===== config.mk =====
export PLATFORM = sky130hd
export DESIGN_NAME = fifo_wr_arbiter
export DESIGN_NICKNAME = d
export VERILOG_FILES = /design/src/rtl/fifo_wr_arbiter.sv
export SDC_FILE = /design/constraint.sdc
export NUM_CORES = 1
export LEC_CHECK = 0
export ABC_AREA = 1
export ABC_CLOCK_PERIOD_IN_PS = 3200
export CORE_MARGIN = 8
export CORE_UTILIZATION = 29
export CTS_CLUSTER_DIAMETER = 150
export DETAILED_ROUTE_END_ITERATION = 8
export SYNTH_ARGS = -nofsm -noshare
export SYNTH_HDL_FRONTEND = slang
export SYNTH_SLANG_ARGS = --single-unit
export TNS_END_PERCENT = 50

===== constraint.sdc =====
create_clock -name wclk -period 3.2 [get_ports wclk]
set_input_delay 0.48 -clock wclk [delete_from_list [all_inputs] [get_ports wclk]]
set_output_delay 0.48 -clock wclk [all_outputs]
set_load 0.02 [all_outputs]

===== src/rtl/fifo_wr_arbiter.sv =====
`default_nettype none
// ============================================================================
// Module   : fifo_wr_arbiter
// Brief    : Round-robin N:1 arbiter driving the write side of an async FIFO.
//            Define ARB_BURST_EN to lock a grant for up to BURST_LEN beats.
// Revision : 1.0
// ============================================================================
module fifo_wr_arbiter #(
  parameter int DSIZE     = 8,
  parameter int NREQ      = 4,
  parameter int BURST_LEN = 4
) (
  input  logic                    wclk,
  input  logic                    wrst,
  input  logic [NREQ-1:0]         req_valid,
  input  logic [NREQ*DSIZE-1:0]   req_data,
  output logic [NREQ-1:0]         req_ready,
  input  logic                    wfull,
  output logic                    winc,
  output logic [DSIZE-1:0]        wdata,
  output logic [$clog2(NREQ)-1:0] grant_id,
  output logic [15:0]             xfer_cnt
);

  localparam int IW = $clog2(NREQ);

  if (NREQ < 2 || NREQ > 8 || BURST_LEN < 2 || BURST_LEN > 16) begin : g_param_check
    $error("fifo_wr_arbiter: NREQ or BURST_LEN out of range");
  end

  logic [IW-1:0]   rr_ptr_q;
  logic [15:0]     xfer_cnt_q;
  logic [15:0]     xfer_cnt_d;
  logic [NREQ-1:0] rot;
  logic [IW-1:0]   rr_cand;
  logic            rr_found;
  logic [IW-1:0]   cand;
  logic            cand_ok;
  logic            xfer;

  function automatic logic [IW-1:0] ptr_next(input logic [IW-1:0] p);
    return (p == IW'(NREQ - 1)) ? '0 : p + IW'(1);
  endfunction

  // Rotate so bit 0 is rr_ptr; the lowest set bit is the round-robin winner.
  always_comb begin
    rot      = NREQ'({req_valid, req_valid} >> rr_ptr_q);
    rr_found = 1'b0;
    rr_cand  = '0;
    for (int k = NREQ - 1; k >= 0; k--) begin
      if (rot[k]) begin
        rr_found = 1'b1;
        rr_cand  = IW'((int'(rr_ptr_q) + k) % NREQ);
      end
    end
  end

`ifdef ARB_BURST_EN
  localparam int BW = $clog2(BURST_LEN + 1);

  typedef enum logic [0:0] {
    IDLE  = 1'b0,
    BURST = 1'b1
  } state_t;

  state_t        state_q;
  logic [IW-1:0] lock_q;
  logic [BW-1:0] beat_q;
  logic          burst_done;

  // The release cycle moves no data, so other requesters wait one cycle.
  assign burst_done = (state_q == BURST) &&
                      ((beat_q == BW'(BURST_LEN)) || !req_valid[lock_q]);
  assign cand       = (state_q == BURST) ? lock_q : rr_cand;
  assign cand_ok    = (state_q == BURST) ? !burst_done : rr_found;
  assign xfer       = cand_ok && !wfull && !wrst;

  always_ff @(posedge wclk or posedge wrst) begin
    if (wrst) begin
      state_q  <= IDLE;
      lock_q   <= '0;
      beat_q   <= '0;
      rr_ptr_q <= '0;
    end else if (!wfull) begin
      case (state_q)
        IDLE: begin
          if (xfer) begin
            state_q <= BURST;
            lock_q  <= cand;
            beat_q  <= BW'(1);
          end
        end
        BURST: begin
          if (burst_done) begin
            state_q  <= IDLE;
            beat_q   <= '0;
            rr_ptr_q <= ptr_next(lock_q);
          end else if (xfer) begin
            beat_q <= beat_q + BW'(1);
          end
        end
        default: state_q <= IDLE;
      endcase
    end
  end
`else
  logic [IW-1:0] rr_ptr_d;

  assign cand     = rr_cand;
  assign cand_ok  = rr_found;
  assign xfer     = cand_ok && !wfull && !wrst;
  assign rr_ptr_d = xfer ? ptr_next(cand) : rr_ptr_q;

  always_ff @(posedge wclk or posedge wrst) begin
    if (wrst) begin
      rr_ptr_q <= '0;
    end else begin
      rr_ptr_q <= rr_ptr_d;
    end
  end
`endif

  assign xfer_cnt_d = xfer ? xfer_cnt_q + 16'd1 : xfer_cnt_q;

  always_ff @(posedge wclk or posedge wrst) begin
    if (wrst) begin
      xfer_cnt_q <= '0;
    end else begin
      xfer_cnt_q <= xfer_cnt_d;
    end
  end

  always_comb begin
    req_ready = '0;
    wdata     = '0;
    for (int i = 0; i < NREQ; i++) begin
      if (int'(cand) == i) begin
        wdata = req_data[i*DSIZE +: DSIZE];
      end
    end
    if (xfer) begin
      req_ready[cand] = 1'b1;
    end
  end

  assign winc     = xfer;
  assign grant_id = (|req_valid) ? cand : '0;
  assign xfer_cnt = xfer_cnt_q;

endmodule
`default_nettype wire


After elaboration in Yosys (flattened, before gate mapping):

Index checks and enable logic that the tools add are counted.

* register bits after elaboration: 18
* bits of input ports: 39
* output and inout port bits: 31
* word-level logic and storage cells: 38

* add/subtract/negate cells: 5
* order comparisons: 2
* equal/unequal tests: 4
* shift-type cells: 1
* multiplexer cells: 17
* reduce and logical (&&, ||, !) cells: 7

Operator list (count)
* two-way mux 8 bit: 4
* adder 16 x 1 -> 16 bit (second input constant): 1
* two-way mux 2 bit: 6
* right shift 8 x 2 -> 4 bit: 1
* equality test 2 bit (second input constant): 3
* two-way mux 1 bit: 5
* adder 2 x 1 -> 2 bit (second input constant): 2
* adder 2 bit (second input constant): 2
* two-way mux 4 bit: 1
* OR reduction 4 bit: 1
* logical AND 1 bit: 3
* less-than comparator 2 x 3 -> 1 bit (second input constant): 1
* demux 1 bit (select 2 bit): 1
* equality test 2 x 1 -> 1 bit (second input constant): 1
* greater-or-equal comparator 2 x 1 -> 1 bit (second input constant): 1
* logical NOT 1 bit: 2
* logical NOT 2 bit: 1

Longest topological paths before layout:

Gate-level depths: netlist of run 1.

* depth after elaboration: 10
* mapped depth: 17
* mapped depth without buffers: 16

Worst setup path after synthesis of run 1:

No wires, ideal clock.

* path type: input to output
* from: input port req_valid[3]
* to: output port wdata[0]
* arrival: 2.191 ns
* data required time: 2.720 ns
* setup slack: 0.529 ns
* stages on the path: 15
* buffers on the path: 1
* path through: inv_1 -> nand2_1 -> nand3_2 -> nand2_1 -> inv_2 -> nand2_1 -> nand2_1 -> nand2_2 -> ha_1 -> buf_2 -> nor2_4 -> nand2_1 -> nand2_1 -> o21ai_0 -> o21ai_0

* longest elaborated chain between the ends: 10
* elaborated cells between the ends (all ways): 13
* classes of those cells: eq/ne: 3; shift: 1; mux: 8; reduce/logical: 1

RTL lines
* start, declared: line 15 `input logic [NREQ-1:0] req_valid,`
* right shift 8 x 2 -> 4 bit (*): line 47 `rot = NREQ'({req_valid, req_valid} >> rr_ptr_q);`
* two-way mux 2 bit (3 in a row): line 51 `if (rot[k]) begin`
* two-way mux 2 bit (*): line 51
* logical NOT 2 bit: line 137 `if (int'(cand) == i) begin`
* two-way mux 8 bit (3 in a row): line 137
* two-way mux 8 bit (*): line 137
* end, declared: line 20 `output logic [DSIZE-1:0] wdata,`

Mark *: on every way between the ends. The rest lies on a longest branch, timed or not.

Final worst setup path of run 1:

* from: register rr_ptr_q[0]
* to: output port wdata[5]

* longest elaborated chain between the ends: 10
* elaborated cells between the ends (all ways): 16
* classes of those cells: add/sub: 3; eq/ne: 3; shift: 1; mux: 8; reduce/logical: 1

RTL lines
* start, declared: line 31 `logic [IW-1:0] rr_ptr_q;`
* start signal, assigned: line 118 `rr_ptr_q <= rr_ptr_d;`
* adder 2 bit / right shift 8 x 2 -> 4 bit (equally long branches): line 53, 47
* two-way mux 2 bit (3 in a row): line 51
* two-way mux 2 bit (*): line 51
* logical NOT 2 bit: line 137
* two-way mux 8 bit (3 in a row): line 137
* two-way mux 8 bit (*): line 137

Marked as above.

==> impl_metrics.yaml, run 1 <==
power:
  finalPower_mw: 2.73
  p_leak_nw: 1.14
  power_density_cells_mw_per_mm2: 1130
  peakVddDrop_mv: 0.413
cts:
  tritoncts_clock_tree: "done"
  cts_made_buffers: 3
  worst_setup_hold_path_clk_slew_ps: 70
  htreeDepth: 1
  cts_hold_buf: 0
  clk-insertion-delay-late_ps: 250
  root_buffer: "clkbuf_8"
  bufs_on_longest_clock_path: 2
  clock_sink_count: 18
layout:
  final_core_util: 0.481
  nNetsFinal: 337
  layout.cells.most_common_list: "58 x nand2_1, 54 x clkdlybuf4s50_1, 17 x buf_4, 17 x dfrtp_1"
  final_cell_count_no_fill: 361
  flow.area_growth_from_synthesis_pct: 63.0
  inserted_diodes: 0
  layout.cells.most_common: "nand2_1"
  drive_above_1_share: 0.234
timing:
  hold_viol_final: 0
  clock-skew-final_ps: 2.16
  max-slew-margin-rel: 0.544
  rsz0062_at_grt: "no"
  fin_crit_ps: 3010
  tightestPinTransition_ps: 683
  achievable_clock_frequency_mhz: 332
  setup-violations-final: 0
  part_of_the_cycle_the_worst_path_needs: 0.941
  final.setup.worst_slack_ps: 187
  final_max_slew_viol_count: 0
global_routing:
  grt_pass1_wl_um: 7260
  grt_antenna_before_repair: 0
  grt_remaining_overflow: 0
  track_usage: 0.115
  grt_start_max_net_pins: 19
  first_global_vias: 1544
drt:
  drtPass1Iterations: 4
  drc: 0
  via_count: 1596
  vias_per_cell: 4.42
  detail_route.wirelength_um: 4550
  detailed_router_s_first_iteration_violation_count: 63
  wire_per_inst_um: 12.6
  drtAntennaViolNets: 0
synthesis:
  synthesis.instances: 211
  yosys_warnings: 0
  synth_cell_types: 25
  netlist_area_sq_mm: 0.00148
  register_area_share_after_synthesis: 0.305
  register_bit_count_reported_by_yosys: 18
  synthesis.nets: 255
  share_of_the_synthesized_area_in_the_top_cell_type: 0.305
  synthTopCellsByArea: "dfrtp_1 30%, nand2_1 16%, xnor2_1 5.3%, nand3_1 5.1%, o21ai_0 5.1%"
  synth_top_cell_by_area: "dfrtp_1"
  syn_area_per_cell_sq_um: 7.01
setup_path:
  critPathArrivalTime_ps: 2530
  worst_setup_start_kind: "flop"
  setup.worst_path.end_class: "output port"
  timing.setup.critical_path_class: "reg -> out"
  path_max_fanout: 8
  critical_path_required_ps: 2720
floorplanning:
  floorplan.initialDensity: 0.295
  die_height_um: 87.4
  core_area_sq_mm: 0.00501
  rows: 26
  floorplan.die_area_sq_mm: 0.00764
  die_w_um: 87.4
  design.portCount: 70
run_status:
  run_status: "complete, no violations"
place:
  dp_hpwl_um: 3620
  post-place-cells: 354
  io_buffers: 69
  routabilityCongestion: 0.852
  dpl_worst_slack_ps: -446
worst_hold_path:
  hold_class: "reg -> reg"
job:
  cap_viol_max_count: 0
## worst max-delay path, stage by stage (launching register included)
cell and delay (ps):
dfrtp_2 490, inv_4 70, nand2_2 100, nand3_2 100, nand2_2 100, and2_1 140, o21ai_2 80, a21boi_4 190
ha_2 180, inv_1 60, nor2_4 140, buf_6 130, nand2_1 40, nand2_1 50, o21ai_0 80, o21ai_0 140
buf_2 180
## cell type report
cell class | instances | area (sq um)
clock buffers | 3 | 41.3
fillers | 513 | 2600
inverters | 21 | 81.3
multi-input cells | 165 | 947
flip-flops and latches | 18 | 452
well taps | 70 | 87.6
repair buffers | 84 | 802
## cells by family after synthesis
family	share of synthesized area
buffers and inverters	0.0905
adder cells (fa/ha/maj)	0.0423
flip-flops	0.305
AND/OR/NAND/NOR	0.378
AO/OA/AOI/OAI	0.102
XOR/XNOR	0.0829
## metrics by stage
step           hold WS [ps]  setup TNS [ps]  area (sq um)
3_5_place_dp            493           -3860          2300
6_report                510               0          2410
4_1_cts                 506           -46.0          2330
2_1_floorplan           419               0          1480
5_1_grt                 539               0          2410
3_3_place_gp            486           -3430          2300
## what timing repair did
item                                    in CTS  in global routing
gates resized for setup                     33                 43
endpoints found under the setup margin      11                 12
setup buffers                                1                  3
pin swaps                                    1                  6
## sequential cells by signal, summed over array words and instances (netlist names)
| name | flops |
|---|---|
| rr_ptr_q | 2 |
| xfer_cnt | 16 |
## worst paths after layout
kind / startpoint / slack (ps) / cells after the start / to
min in group asynchronous: wrst / 680 / 2 / xfer_cnt[8]$_DFFE_PP0P_
hold reg to reg: xfer_cnt[14]$_DFFE_PP0P_ / 510 / 1 / xfer_cnt[14]$_DFFE_PP0P_
max in group asynchronous: wrst / 2050 / 2 / rr_ptr_q[0]$_DFFE_PP0P_
hold / removal: xfer_cnt[14]$_DFFE_PP0P_ / 510 / 1 / xfer_cnt[14]$_DFFE_PP0P_
setup reg to reg: rr_ptr_q[0]$_DFFE_PP0P_ / 1130 / 14 / rr_ptr_q[0]$_DFFE_PP0P_
setup / recovery: rr_ptr_q[0]$_DFFE_PP0P_ / 190 / 16 / wdata[5]
## synth_stat cells (all sizes together)
master / count
ha: 5
a21oi: 8
xnor2: 9
clkbuf: 1
o21ai: 19
nand4: 3
nand2: 73
nor2: 21
buf: 6
a21boi: 1
inv: 21
nand3: 19
dfrtp: 18
xor2: 5
and2: 2
## power breakdown
part / total, mW / internal, mW / switching, mW / leakage, nW
sequential: 0.368 / 0.280 / 0.0880 / 0.235
clock: 0.154 / 0.0835 / 0.0710 / 0.0216
combinational: 2.21 / 1.01 / 1.20 / 0.885
## layer usage
metal  GRT usage  routed length (um)  vias up
met2       0.189                2060       60
met5           0                   0        -
met1       0.153                2120      710
met4     0.00938                  16        0
met3      0.0264                 351        2
li1            -                   -      824
No activity file was read; power rests on OpenSTA's default activity.
==> inputs of run 2 (changes only) <==
Settings changed: CORE_MARGIN 8 to 5.
==> impl_metrics.yaml, run 2 (same netlist as run 1, synthesis figures left out) <==
run_status:
  run_status: "complete, no violations"
drt:
  vias_per_cell: 4.37
  detailed_router_s_first_iteration_violation_count: 19
  via_count: 1572
  detail_route.wirelength_um: 4220
  drc: 0
  drtAntennaViolNets: 0
  drtPass1Iterations: 4
  wire_per_inst_um: 11.7
cts:
  cts_made_buffers: 3
  clk-insertion-delay-late_ps: 250
  worst_setup_hold_path_clk_slew_ps: 70
  tritoncts_clock_tree: "done"
  cts_hold_buf: 0
  root_buffer: "clkbuf_8"
  htreeDepth: 1
  clock_sink_count: 18
  bufs_on_longest_clock_path: 2
layout:
  max_reg_flops: 16
  nNetsFinal: 335
  inserted_diodes: 0
  layout.cells.most_common_list: "56 x nand2_1, 54 x clkdlybuf4s50_1, 17 x dfrtp_1"
  drive_above_1_share: 0.228
  layout.cells.most_common: "nand2_1"
  flow.area_growth_from_synthesis_pct: 62.4
floorplanning:
  design.portCount: 70
  rows: 26
  die_height_um: 81.4
  floorplan.initialDensity: 0.293
  core_area_sq_mm: 0.00504
  die_w_um: 81.4
  floorplan.die_area_sq_mm: 0.00663
timing:
  rsz0062_at_grt: "no"
  achievable_clock_frequency_mhz: 331
  hold_viol_final: 0
  part_of_the_cycle_the_worst_path_needs: 0.943
  setup-violations-final: 0
  fin_crit_ps: 3020
  clock-skew-final_ps: 2.79
  final.setup.worst_slack_ps: 183
  final_max_slew_viol_count: 0
  max-slew-margin-rel: 0.535
  tightestPinTransition_ps: 697
  timing.setup.tns_ps: 0
global_routing:
  grt_start_max_net_pins: 19
  first_global_vias: 1496
  grt_antenna_before_repair: 0
  grt_remaining_overflow: 0
  grt_pass1_wl_um: 6620
  track_usage: 0.124
place:
  io_buffers: 69
  dpl_worst_slack_ps: -458
  dp_hpwl_um: 3340
  routabilityCongestion: 0.762
worst_hold_path:
  hold_class: "reg -> reg"
  hold_path_depth: 2
setup_path:
  reg2reg_setup_slack_ps: 1350
  critPathArrivalTime_ps: 2540
  critical_path_required_ps: 2720
  worst_setup_path_startpoint: "req_valid[1]"
  reg2regPathDepth: 12
  timing.setup.critical_path_class: "in -> out"
  crit-reg2reg-capture: "rr_ptr_q[0]$_DFFE_PP0P_"
  worst_setup_start_kind: "input pin"
  path_max_fanout: 8
  endpoint: "wdata[3]"
  setup.worst_path.end_class: "output port"
  regToRegStartpoint: "rr_ptr_q[0]$_DFFE_PP0P_"
power:
  power_density_cells_mw_per_mm2: 1110
  p_leak_nw: 1.12
  peakVddDrop_mv: 0.449
  finalPower_mw: 2.67
job:
  cap_viol_max_count: 0
[run 2: changes by cell type in the layout (fill, tap and decap cells not counted), moves of 2 or more]
cell            delta
dlygate4sd2_1      +3
buf_4              -2
inv_2              -2
inv_1              +2
dlymetal6s2s_1     -2
o21ai_0            -2
buf_6              -2
nand2_1            -2
o21ai_1            +2
[run 2: worst max-delay path: stages]
cell and delay [ps]:
clkdlybuf4s50_1 490, inv_1 60, nand2_1 70, nand3_1 80
nand2_1 70, inv_2 40, and2_4 140, a21boi_4 150
ha_2 180, inv_1 60, nor2_4 180, nand2_1 70
nand2_1 60, o21ai_0 90, o21ai_1 120, buf_2 170
[run 2: how the worst min path moves through the flow]
| stage | start | endpoint | slack [ps] |
|---|---|---|---|
| 2_1_floorplan | wrst | rr_ptr_q[0]$_DFFE_PP0P_ | 420 |
| 4_1_cts | xfer_cnt[15]$_DFFE_PP0P_ | xfer_cnt[15]$_DFFE_PP0P_ | 520 |
| 3_3_place_gp | xfer_cnt[14]$_DFFE_PP0P_ | xfer_cnt[14]$_DFFE_PP0P_ | 490 |
| 3_5_place_dp | xfer_cnt[15]$_DFFE_PP0P_ | xfer_cnt[15]$_DFFE_PP0P_ | 500 |
| 5_1_grt | xfer_cnt[15]$_DFFE_PP0P_ | xfer_cnt[15]$_DFFE_PP0P_ | 540 |
| 6_report | xfer_cnt[15]$_DFFE_PP0P_ | xfer_cnt[15]$_DFFE_PP0P_ | 510 |
[run 2: power breakdown]
| group | total (mW) | internal (mW) | switching (mW) |
|---|---|---|---|
| clock | 0.184 | 0.109 | 0.0752 |
| combinational | 2.12 | 0.933 | 1.19 |
| sequential | 0.365 | 0.280 | 0.0847 |
[run 2: routing by layer]
metal	routed length, um	global-route usage	vias up
met5	0	0	-
met4	33	0.0355	0
met3	405	0.0252	4
met2	1860	0.206	61
met1	1920	0.163	685
li1	-	-	822
[run 2: what timing repair did]
item,in CTS,in global routing
endpoints found under the setup margin,12,9
gates resized for setup,35,37
pin swaps,1,6
endpoints found under the hold margin,0,0
setup buffers,0,1
[run 2: final cells by class]
cell class                      instances  area (sq um)
Clock buffer                            4          55.1
Fill cell                             512          2640
Inverter                               21          81.3
Multi-Input combinational cell        165           955
Sequential cell                        18           452
Tap cell                               70          87.6
Timing Repair Buffer                   82           771
[run 2: per-stage QoR]
| stage | cell area, sq um | utilization | hold WS, ps | instances |
|---|---|---|---|---|
| floorplan | 1480 | - | 419 | 211 |
| global placement | 2310 | 0.458 | 486 | 355 |
| detailed placement | 2310 | 0.458 | 497 | 355 |
| CTS | 2350 | 0.466 | 516 | 359 |
| global route | 2400 | 0.476 | 539 | 360 |
| finish | 2400 | 0.476 | 510 | 360 |
